File: src/rtl/spi_slave_regif.sv
// spi_slave_regif: SPI slave that oversamples SCLK/CS/MOSI on clk and bridges
// frames of {R/W, address} + data words onto a simple register bus with
// single-cycle Wr/Rd strobes, optional burst auto-increment and an Err pulse
// when a frame is cut short in the middle of a header or word.
module spi_slave_regif #(
    parameter int ADDR_W = 5,
    parameter int DATA_W = 8,
    parameter int CPOL   = 0,
    parameter int CPHA   = 0,
    parameter int BURST  = 1
) (
    input  logic              clk,
    input  logic              rst,
    input  logic              SCLK,
    input  logic              CS,
    input  logic              MOSI,
    output logic              MISO,
    output logic [ADDR_W-1:0] Addr,
    output logic [DATA_W-1:0] Data_out,
    output logic              Wr,
    output logic              Rd,
    input  logic [DATA_W-1:0] Data_in,
    output logic              Busy,
    output logic              Err
);

    localparam int HDR_BITS = ADDR_W + 1;
    localparam int SH_W     = (HDR_BITS > DATA_W) ? HDR_BITS : DATA_W;
    localparam int CNT_W    = $clog2(SH_W + 1);

    localparam logic              SCLK_IDLE = (CPOL != 0) ? 1'b1 : 1'b0;
    localparam logic              SAMPLE_TR = (CPHA != 0) ? 1'b1 : 1'b0;
    localparam logic              BURST_EN  = (BURST != 0) ? 1'b1 : 1'b0;
    localparam logic [CNT_W-1:0]  CNT_ZERO  = CNT_W'(1'b0);
    localparam logic [CNT_W-1:0]  CNT_ONE   = CNT_W'(1'b1);
    localparam logic [CNT_W-1:0]  HDR_LAST  = CNT_W'(HDR_BITS - 1);
    localparam logic [CNT_W-1:0]  DATA_LAST = CNT_W'(DATA_W - 1);
    localparam logic [ADDR_W-1:0] ADDR_ONE  = ADDR_W'(1'b1);

    typedef enum logic [2:0] {
        ST_IDLE   = 3'd0,
        ST_HDR    = 3'd1,
        ST_RFETCH = 3'd2,
        ST_RCAP   = 3'd3,
        ST_RDATA  = 3'd4,
        ST_WDATA  = 3'd5,
        ST_DONE   = 3'd6
    } state_t;

    logic sclk_meta_r, sclk_sync_r, sclk_prev_r;
    logic cs_meta_r, cs_sync_r, cs_prev_r;
    logic mosi_meta_r, mosi_sync_r;

    state_t            state_r, state_nxt_s;
    logic [CNT_W-1:0]  cnt_r, cnt_nxt_s;
    logic [SH_W-1:0]   shift_r, shift_nxt_s;
    logic              miso_r, miso_nxt_s;
    logic [ADDR_W-1:0] addr_r, addr_nxt_s;
    logic [DATA_W-1:0] data_out_r, data_out_nxt_s;
    logic              wr_r, wr_nxt_s;
    logic              rd_r, rd_nxt_s;
    logic              busy_r, busy_nxt_s;
    logic              err_r, err_nxt_s;

    logic                sclk_rise_s, sclk_fall_s, lead_s, trail_s;
    logic                sample_s, shift_edge_s, cs_rise_s;
    logic [SH_W-1:0]     shift_in_s;
    logic [HDR_BITS-1:0] hdr_word_s;
    logic [DATA_W-1:0]   dat_word_s;

    assign sclk_rise_s  = sclk_sync_r & ~sclk_prev_r;
    assign sclk_fall_s  = ~sclk_sync_r & sclk_prev_r;
    assign lead_s       = SCLK_IDLE ? sclk_fall_s : sclk_rise_s;
    assign trail_s      = SCLK_IDLE ? sclk_rise_s : sclk_fall_s;
    assign sample_s     = SAMPLE_TR ? trail_s : lead_s;
    assign shift_edge_s = SAMPLE_TR ? lead_s : trail_s;
    assign cs_rise_s    = cs_sync_r & ~cs_prev_r;

    // MOSI travels through the same two-flop depth as SCLK, so the synced
    // bit lines up with the detected sample edge.
    assign shift_in_s = {shift_r[SH_W-2:0], mosi_sync_r};
    assign hdr_word_s = shift_in_s[HDR_BITS-1:0];
    assign dat_word_s = shift_in_s[DATA_W-1:0];

    assign MISO     = miso_r;
    assign Addr     = addr_r;
    assign Data_out = data_out_r;
    assign Wr       = wr_r;
    assign Rd       = rd_r;
    assign Busy     = busy_r;
    assign Err      = err_r;

    // Two-flop synchronizers plus one history flop for edge detection.
    always_ff @(posedge clk) begin
        if (rst) begin
            sclk_meta_r <= SCLK_IDLE;
            sclk_sync_r <= SCLK_IDLE;
            sclk_prev_r <= SCLK_IDLE;
            cs_meta_r   <= 1'b1;
            cs_sync_r   <= 1'b1;
            cs_prev_r   <= 1'b1;
            mosi_meta_r <= 1'b0;
            mosi_sync_r <= 1'b0;
        end else begin
            sclk_meta_r <= SCLK;
            sclk_sync_r <= sclk_meta_r;
            sclk_prev_r <= sclk_sync_r;
            cs_meta_r   <= CS;
            cs_sync_r   <= cs_meta_r;
            cs_prev_r   <= cs_sync_r;
            mosi_meta_r <= MOSI;
            mosi_sync_r <= mosi_meta_r;
        end
    end

    // Frame FSM: next state, shift/count datapath and registered outputs.
    always_comb begin
        state_nxt_s    = state_r;
        cnt_nxt_s      = cnt_r;
        shift_nxt_s    = shift_r;
        miso_nxt_s     = miso_r;
        data_out_nxt_s = data_out_r;
        wr_nxt_s       = 1'b0;
        rd_nxt_s       = 1'b0;
        err_nxt_s      = 1'b0;
        // Burst writes advance the address once the strobe has been seen.
        if (wr_r && BURST_EN) begin
            addr_nxt_s = addr_r + ADDR_ONE;
        end else begin
            addr_nxt_s = addr_r;
        end

        case (state_r)
            ST_IDLE: begin
                cnt_nxt_s  = CNT_ZERO;
                miso_nxt_s = 1'b0;
                if (!cs_sync_r) begin
                    state_nxt_s = ST_HDR;
                end else begin
                    state_nxt_s = ST_IDLE;
                end
            end
            ST_HDR: begin
                if (sample_s) begin
                    shift_nxt_s = shift_in_s;
                    if (cnt_r == HDR_LAST) begin
                        cnt_nxt_s  = CNT_ZERO;
                        addr_nxt_s = hdr_word_s[ADDR_W-1:0];
                        if (hdr_word_s[ADDR_W]) begin
                            state_nxt_s = ST_WDATA;
                        end else begin
                            state_nxt_s = ST_RFETCH;
                            rd_nxt_s    = 1'b1;
                        end
                    end else begin
                        cnt_nxt_s = cnt_r + CNT_ONE;
                    end
                end else begin
                    cnt_nxt_s = cnt_r;
                end
            end
            ST_RFETCH: begin
                // Rd is high this cycle; the register file answers next cycle.
                state_nxt_s = ST_RCAP;
            end
            ST_RCAP: begin
                shift_nxt_s = SH_W'(Data_in);
                cnt_nxt_s   = CNT_ZERO;
                state_nxt_s = ST_RDATA;
            end
            ST_RDATA: begin
                if (shift_edge_s) begin
                    miso_nxt_s  = shift_r[DATA_W-1];
                    shift_nxt_s = {shift_r[SH_W-2:0], 1'b0};
                end else begin
                    shift_nxt_s = shift_r;
                end
                if (sample_s) begin
                    if (cnt_r == DATA_LAST) begin
                        cnt_nxt_s = CNT_ZERO;
                        if (BURST_EN) begin
                            addr_nxt_s  = addr_r + ADDR_ONE;
                            state_nxt_s = ST_RFETCH;
                            rd_nxt_s    = 1'b1;
                        end else begin
                            state_nxt_s = ST_DONE;
                        end
                    end else begin
                        cnt_nxt_s = cnt_r + CNT_ONE;
                    end
                end else begin
                    cnt_nxt_s = cnt_r;
                end
            end
            ST_WDATA: begin
                if (sample_s) begin
                    shift_nxt_s = shift_in_s;
                    if (cnt_r == DATA_LAST) begin
                        cnt_nxt_s      = CNT_ZERO;
                        data_out_nxt_s = dat_word_s;
                        wr_nxt_s       = 1'b1;
                        if (BURST_EN) begin
                            state_nxt_s = ST_WDATA;
                        end else begin
                            state_nxt_s = ST_DONE;
                        end
                    end else begin
                        cnt_nxt_s = cnt_r + CNT_ONE;
                    end
                end else begin
                    cnt_nxt_s = cnt_r;
                end
            end
            ST_DONE: begin
                cnt_nxt_s  = CNT_ZERO;
                miso_nxt_s = 1'b0;
            end
            default: begin
                state_nxt_s = ST_IDLE;
                cnt_nxt_s   = CNT_ZERO;
                miso_nxt_s  = 1'b0;
            end
        endcase

        // CS rise wins over everything except the edge already processed
        // above, so a word completing on the same clk still writes cleanly.
        if (cs_rise_s) begin
            if ((state_r == ST_HDR || state_r == ST_WDATA || state_r == ST_RDATA)
                && (cnt_nxt_s != CNT_ZERO)) begin
                err_nxt_s = 1'b1;
            end else begin
                err_nxt_s = 1'b0;
            end
            state_nxt_s = ST_IDLE;
            cnt_nxt_s   = CNT_ZERO;
            miso_nxt_s  = 1'b0;
            rd_nxt_s    = 1'b0;
        end else begin
            err_nxt_s = 1'b0;
        end

        busy_nxt_s = (state_nxt_s != ST_IDLE);
    end

    // State and output registers.
    always_ff @(posedge clk) begin
        if (rst) begin
            state_r    <= ST_IDLE;
            cnt_r      <= CNT_ZERO;
            shift_r    <= SH_W'(1'b0);
            miso_r     <= 1'b0;
            addr_r     <= ADDR_W'(1'b0);
            data_out_r <= DATA_W'(1'b0);
            wr_r       <= 1'b0;
            rd_r       <= 1'b0;
            busy_r     <= 1'b0;
            err_r      <= 1'b0;
        end else begin
            state_r    <= state_nxt_s;
            cnt_r      <= cnt_nxt_s;
            shift_r    <= shift_nxt_s;
            miso_r     <= miso_nxt_s;
            addr_r     <= addr_nxt_s;
            data_out_r <= data_out_nxt_s;
            wr_r       <= wr_nxt_s;
            rd_r       <= rd_nxt_s;
            busy_r     <= busy_nxt_s;
            err_r      <= err_nxt_s;
        end
    end

endmodule
File: config.mk
export PLATFORM = sky130hd
export DESIGN_NAME = spi_slave_regif
export DESIGN_NICKNAME = d
export VERILOG_FILES = /design/src/rtl/spi_slave_regif.sv
export SDC_FILE = /design/constraint.sdc
export NUM_CORES = 1
export LEC_CHECK = 0
export ABC_CLOCK_PERIOD_IN_PS = 1900
export CAP_MARGIN = 20
export CORE_ASPECT_RATIO = 0.5
export CORE_UTILIZATION = 35
export CTS_BUF_LIST = sky130_fd_sc_hd__clkbuf_8
export DETAILED_ROUTE_END_ITERATION = 10
export PLACE_DENSITY = 0.55
export REMOVE_ABC_BUFFERS = 1
export SYNTH_ARGS = -nofsm -noshare
export SYNTH_HDL_FRONTEND = slang
export SYNTH_SLANG_ARGS = --single-unit
File: constraint.sdc
create_clock -name clk -period 1.9 [get_ports clk]
set_clock_uncertainty 0.05 [all_clocks]
set_input_delay 0.57 -clock clk [delete_from_list [all_inputs] [get_ports clk]]
set_output_delay 0.57 -clock clk [all_outputs]
set_load 0.05 [all_outputs]
# Word-level counts from Yosys, hierarchy flattened
# Index checks and enable logic that the tools add are counted.
# Widths: inputs -> output; s select.
[totals]
reg_bits = 41
latch_bits = 0
mem_bits_rw = 0
mem_bits_ro = 0
inputBits = 13
output_inout_bits = 18
word_cells = 88
n_memories = 0
[classes]
n_addsub = 2
multipliers = 0
div_mod_pow = 0
magnitude_cmp = 0
eq_ne = 10
n_shift = 0
mux = 33
bitwise = 9
n_reduce_logical = 16
[ops]
columns = ["cell", "n"]
rows = [
  ["$mux 5", 5],
  ["$mux 3", 8],
  ["$pmux 8 s3", 1],
  ["$pmux 3 s7", 1],
  ["$mux 4", 4],
  ["$mux 8", 2],
  ["$pmux 4 s3", 1],
  ["$pmux 5 s2", 1],
  ["$reduce_or 2->1", 5],
  ["$eq 3x3->1 const B", 3],
  ["$eq 4x3->1 const B", 2],
  ["$mux 1", 8],
  ["$eq 3x2->1 const B", 2],
  ["$not 1->1", 6],
  ["$reduce_and 3->1", 2],
  ["$reduce_bool 3->1", 2],
  ["$add 5x1->5 const B", 1],
  ["$add 4x1->4 const B", 1],
  ["$pmux 1 s2", 2],
  ["$reduce_bool 4->1", 1],
  ["$reduce_or 4->1", 1],
  ["$and 1x1->1", 3],
  ["$eq 3x1->1 const B", 1],
  ["$logic_not 3->1", 1],
  ["5 further kinds", 6],
]

# Logic depth before layout (Yosys ltp)
[depth]
depth_word = 7
mapped_depth = 7
ltp_nobuf = 7

# Worst setup path before layout
# No wires, ideal clock.
[synth_timing]
path_type = "register -> register"
start = "register addr_r[0], in the netlist Addr[0]"
end = "register addr_r[4], in the netlist Addr[4]"
setup_time_ns = 0.128
arrival_ns = 1.579
required_time_ns = 1.722
slack_ns = 0.144
path_stages_with_launch = 6
n_path_buf = 0
synth_period_minus_slack_ns = 1.756
path_cell_list = "dfxtp_1 -> ha_1 -> nand4_1 -> xnor2_1 -> a221oi_1 -> nor2_1"
[synth_via]
elab_chain_cells = 5
elab_cells_between_ends = 7
cone_classes = "1 x add/sub; 6 x mux"
[synth_rtl]
columns = ["item", "line_no", "text"]
rows = [
  ["start, declared", "58", "logic [ADDR_W-1:0] addr_r, addr_nxt_s;"],
  ["start signal, assigned", "252", "addr_r <= ADDR_W'(1'b0);"],
  ["start signal, assigned", "263", "addr_r <= addr_nxt_s;"],
  ["$add 5x1->5 (*)", "128, 182", ""],
  ["$mux 5", "127", "if (wr_r && BURST_EN) begin"],
  ["$mux 5, on equally long branches", "179, 146", ""],
  ["$mux 5, on equally long branches", "178, 144", ""],
  ["$pmux 5 s2 (*)", "133", "case (state_r)"],
]
# Every way passes the cells marked *; elsewhere a longest branch is shown, timed or not.
# A chain may end at the register's enable or synchronous reset.

# Final worst setup path
[layout_timing]
start = "register state_r[1]"
end = "register err_r, in the netlist Err"
[layout_via]
elab_chain_cells = 6
elab_cells_between_ends = 11
cone_classes = "4 x eq/ne; 2 x mux; 5 x reduce/logical"
[layout_rtl]
columns = ["item", "line_no", "text"]
rows = [
  ["start, declared", "54", "state_t state_r, state_nxt_s;"],
  ["start signal, assigned", "259", "state_r <= state_nxt_s;"],
  ["$eq 3x3->1", "133, 228", ""],
  ["$reduce_or 2->1 (no line)", "-", ""],
  ["$pmux 4 s3", "133", ""],
  ["$reduce_bool 4->1", "229", "&& (cnt_nxt_s != CNT_ZERO)) begin"],
  ["$logic_and 1x1->1 (*)", "229", ""],
  ["$mux 1 (*)", "228", "if ((state_r == ST_HDR || state_r == ST_WDATA || state_r == ST_RDATA)"],
  ["end signal, assigned", "268", "err_r <= err_nxt_s;"],
  ["end, declared", "63", "logic err_r, err_nxt_s;"],
]
# Marks and branches as above.

==> summary.txt <==
Die
  – Starting Density: 0.380
  – Io pins: 31
  – Core area: 5130 um^2
  – Cell row count: 18
  – Die H: 54.8 um
  – Die ar.: 5890 um^2
  – Die Span X: 108 um

Critical path
  – Crit-path cells: and2b_1 > a32oi_1 > a21oi_2 > nor4_4 > a31oi_1
  – WP data arrival: 1940 ps
  – Crit-path max FO: 9
  – Crit end category: flip-flop
  – R2r setup slk: 90 ps
  – CP peak stage delay: 540 ps
  – Critical path launch point type: flip-flop
  – CP required: 2030 ps
  – CP Capture Point: Err
  – CP max-delay cell: dfxtp_1
  – Worst setup startpoint: state_r[1]
  – Crit Reg-Reg Endpoint: Err
  – Setup CP Type: reg2reg
  – Worst reg-to-reg path cell count: 5
  – RR Startpoint: state_r[1]

Finish
  – Final Net Count: 277
  – Most frequent cells in the layout: 39 x dfxtp_1, 31 x nor2_1, 27 x buf_4
  – Diodes inserted: 0
  – Area Growth Syn to Fin: 31.6%
  – Commonest non-fill, non-tap cell in the layout: dfxtp_1
  – Share of cells above drive strength 1: 0.229

CTS
  – Num CTS Buffers: 5
  – Htree depth: 2
  – Worst-path clk slew: 80 ps
  – Max Buffers Root-to-Sink: 2
  – CTS sink count: 41
  – Post-CTS setup buffer count: 0
  – Worst-Skew Late Latency: 290 ps
  – Root Buffer: clkbuf_8
  – TritonCTS clock tree: built

Outcome
  – Status: finished clean

Timing
  – Max Freq: 554 MHz
  – Fin Hold WS: 363 ps
  – Max-slew violations: 0
  – # setup viols final: 0
  – Slew HR: 0.754
  – Endpoints failing hold: 0
  – Actual slew at the worst max-slew pin: 368 ps
  – Min Tclk post-route: 1810 ps
  – Fin crit share: 0.951
  – Final setup TNS: 0 ps

Global routing
  – GRT busiest layer: met2
  – Met1 Usage GRT: 0.234
  – M2 GR Usage: 0.252
  – Initial antenna violation count: 0
  – Vias in the first global route: 1470
  – Gr ovfl total: 0
  – Largest net degree at the start of global routing: 25
  – Met3 Track Usage GR: 0.0417
  – GRT Total Usage: 0.171
  – First-pass GRT wire length: 7400 um

Pwr
  – Pleak: 0.000961 uW
  – Pwr/cell area: 668 nW/um^2
  – Total power: 1710 uW
  – VDD IR max: 291 uV

Detailed routing
  – Initial DRT Pass Iterations: 4
  – Detailed-route via count: 1673
  – Post-route ant nets: 0
  – WL final: 4680 um
  – First DRT Iteration DRCs: 55
  – Drt wl/cell: 14.1 um
  – Vias per cell: 5.04
  – DRC Markers: 0

Synth
  – Synth async-reset ratio: 0
  – Post-synth cell types: 49
  – Post-Synthesis Cells: 221
  – Ys Warns: 0
  – Area contributors post-synth: dfxtp_1 42%, nor2_1 6.0%, mux2i_1 4.6%, nand2_1 4.6%, a311oi_1 3.1%
  – Synthesized flop and latch total: 41
  – Mean Syn Cell Area: 8.83 um^2
  – Seq/Total Area, Yosys: 0.421
  – Top_reg_cell synth: dfxtp_1
  – Cell area after technology mapping: 1950 um^2
  – Post-synth EDFFs: 0
  – Top cell type's share of synthesized area: 0.421
  – Largest area contributor in the netlist: dfxtp_1

Min path
  – Hold Path Class: reg2reg

Flow run
  – Max Cap Violations: 0

Place
  – DP HPWL: 3430 um
  – IO Port Bufs: 30
  – Routability cong.: 0.806
==> per-stage QoR <==
stage	utilization	cell area [um^2]	worst slack [ps]	std cells
3_3_place_gp	0.472	2420	42.1	324
3_5_place_dp	0.472	2420	93.6	324
4_1_cts	0.495	2540	64.5	332
2_1_floorplan	-	1890	150	209
5_1_grt	0.500	2570	-6.58	332
6_report	0.500	2570	93.6	332
==> worst min-delay path by stage <==
stage                         start         to  slack [ps]  cells after the start
after CTS                 cs_meta_r  cs_sync_r         360                      1
after global routing      cs_meta_r  cs_sync_r         380                      1
after global placement    cs_meta_r  cs_sync_r         350                      1
after detailed placement  cs_meta_r  cs_sync_r         350                      1
after floorplan           cs_meta_r  cs_sync_r         340                      1
final                     cs_meta_r  cs_sync_r         360                      1
==> cell type report <==
cell class / count / area [um^2]
clock buffers: 6 / 82.6
repair buffers: 45 / 443
fillers: 507 / 2570
inverters: 6 / 22.5
clock inverters: 2 / 33.8
well taps: 70 / 87.6
flip-flops and latches: 41 / 826
multi-input cells: 162 / 1070
==> cells in the mapped netlist (2+ instances only) <==
master / number
a31oi_1: 2
o21ai_0: 8
inv_1: 6
a211oi_1: 2
nor2_1: 31
nand2_1: 24
xor2_1: 3
a21oi_1: 8
nand2b_1: 7
ha_1: 3
a21o_1: 2
or2_2: 3
a221oi_1: 2
or3_1: 3
nand4_1: 2
nor3_1: 3
nand2b_4: 2
a32oi_1: 2
nand3_1: 3
a311oi_1: 7
dfxtp_1: 41
nor2b_1: 6
xnor2_1: 3
mux2i_1: 9
a22oi_1: 4
nand3b_1: 3
buf_2: 4
clkbuf_1: 7
==> report_power, final <==
part	total (uW)	switching [uW]	internal, uW
combinational	104	52.9	50.8
clock	732	308	423
sequential	878	10.2	868
total	1710	371	1340
==> routing by layer <==
layer | share of wire | vias up
met5 | 0 | -
met4 | 0.010 | 0
met3 | 0.037 | 7
met2 | 0.42 | 32
met1 | 0.54 | 776
li1 | - | 858
==> worst max-delay path: cells and delay by family, from the launching register on <==
| family | cells | cell delay (ps) |
|---|---|---|
| AO/OA/AOI/OAI | 3 | 550 |
| flip-flops | 1 | 540 |
| AND/OR/NAND/NOR | 2 | 550 |
==> what timing repair did <==
action,in CTS,in global routing
endpoints found under the hold margin,0,0
gates resized for setup,0,9
endpoints found under the setup margin,0,6
hold buffers,0,0
==> cell families after synthesis <==
kind of cell    share of synthesized area
mux                                0.0520
xor+xnor                           0.0269
fa+ha+maj                          0.0192
simple gates                        0.272
compound gates                      0.168
buf+inv                            0.0411
flops                               0.421
==> flip-flops by register name, summed over array words and instances, names as in the netlist <==
register / flops
Wr: 1
Busy: 1
Err: 1
MISO: 1
sclk_prev_r: 1
sclk_sync_r: 1
Rd: 1
mosi_meta_r: 1
cs_sync_r: 1
cs_meta_r: 1
mosi_sync_r: 1
sclk_meta_r: 1
Addr: 5
cnt_r: 4
state_r: 3
cs_prev_r: 1
shift_r: 8
Data_out: 8
(Power assumes the default switching activity.)
==> edit: new RTL, same flow settings <==
Change the parameter `CPOL` from 0 to 1.
--- a/src/rtl/spi_slave_regif.sv
+++ b/src/rtl/spi_slave_regif.sv
@@ -6,5 +6,5 @@
     parameter int ADDR_W = 5,
     parameter int DATA_W = 8,
-    parameter int CPOL   = 0,
+    parameter int CPOL   = 1,
     parameter int CPHA   = 0,
     parameter int BURST  = 1
Function: changed (a bounded check fails within 10 cycles, from zero or initial values and one cycle with rst high).
==> edit against the original RTL <==
- total power increased by 0.81%
- routed wire length grew 1.7%
- sequential power about the same
- sequential cell count unchanged
- area after synthesis grew 0.32%
- final area is 1.6% higher
- non-clock buffer count up 1
- worst setup slack got worse by 0.022 ns
==> edit: results (changes against the original RTL) <==
| Metric | Value |
|---|---|
| Status | complete, no violations |
| Post-Synth Adder-Cell Area | 1.92% (-0.0062 points) |
| DPL Wire Length | 3400 um (-0.84%) |
| Nets | 278 (+0.36%) |
| Total number of vias | 1,696 (+1.4%) |
| Count of cell types in the netlist | 52 (+6.1%) |
| Final routed wire length divided by cell count | 14.3 um (+1.4%) |
| Met1 WL | 2360 um (-5.9%) |
| GR met2 Demand/Resource | 29.9% (+4.7 points) |
| Hold_ws | 0.364 ns (+0.00162 ns) |
| Synth area leaders | dfxtp_1 42%, nor2_1 5.9%, mux2i_1 4.6% |
| R2r setup slk | 0.07 ns (-0.02 ns) |
| Rel. slew slack | 75.0% (-0.39 points) |
| WL met2 | 2170 um (+12%) |
| TritonCTS buffer count | 5 (unchanged) |
| R2R depth | 8 (+3) |
| Mux contribution to synthesized area | 5.18% (-0.017 points) |
| Crit path launch | cnt_r[0]$_SDFF_PP0_ |
| All-layer global routing usage | 17.4% (+0.33 points) |
| Post-placement setup slack | -0.000240 ns (-0.0939 ns) |
| DR WL met3 | 168 um (-3.4%) |
| Internal | 1.35 mW (+0.66%) |
| Routability Congestion | 0.851 (+5.6%) |
| Compound-cell area share of the yosys netlist | 16.8% (-0.054 points) |
| Layout cell share with drive strength beyond 1 | 26.2% (+3.3 points) |
| ANT nets after route | 0 (unchanged) |
| Iteration-0 DRC Markers | 31 (-44%) |
| Worst ir drop on vdd | 0.342 mV (+18%) |
| Crit Path Max Fanout | 5 (-4) |
| Synth Area in XOR/XNOR | 2.69% (-0.0086 points) |
| Fillers | 486 (-4.1%) |
| Post-synth EDFFs | 0 (unchanged) |
| First-pass GRT wire length | 7590 um (+2.5%) |
| Seq/Total Area, Yosys | 41.9% (-0.13 points) |
| Combinational share of power | 6.4% (+0.3 points) |
| Arr. time, crit path | 1.96 ns (+0.02 ns) |
| PD cells | 662 nW/um^2 (-0.79%) |
| GR Util met1 | 22.1% (-1.3 points) |
==> edit: cell count changes in the layout (fill, tap and decap cells not counted), sizes merged <==
cell	change
or2	+3
nor2b	-2
and2b	-1
buf	+1
clkinvlp	+1
inv	-1
nand2b	-1
or2b	+1
==> edit: critical path: stages, from the launching register on <==
cell and delay [ns]:
dfxtp_4 0.38, ha_4 0.14, nand3b_1 0.14, buf_4 0.18, nor4_2 0.20, buf_4 0.19, nor2_2 0.06, a221oi_1 0.30
nor2_1 0.06
==> edit: repair_timing <==
item | in CTS | in global routing
pin swaps | 0 | 6
resized for setup | 1 | 10
buffers inserted | 0 | 1
setup endpoints to repair | 1 | 13
gates cloned | 0 | 0
==> edit: cell type report <==
class                      count  area (um^2)  share of cell area, %
inverter                       6         22.5                  0.863
clock buffer                   6         82.6                   3.17
tap                           70         87.6                   3.36
sequential                    41          826                   31.7
clock inverter                 2         37.5                   1.44
timing repair buffer          46          463                   17.7
multi-input combinational    162         1090                   41.8
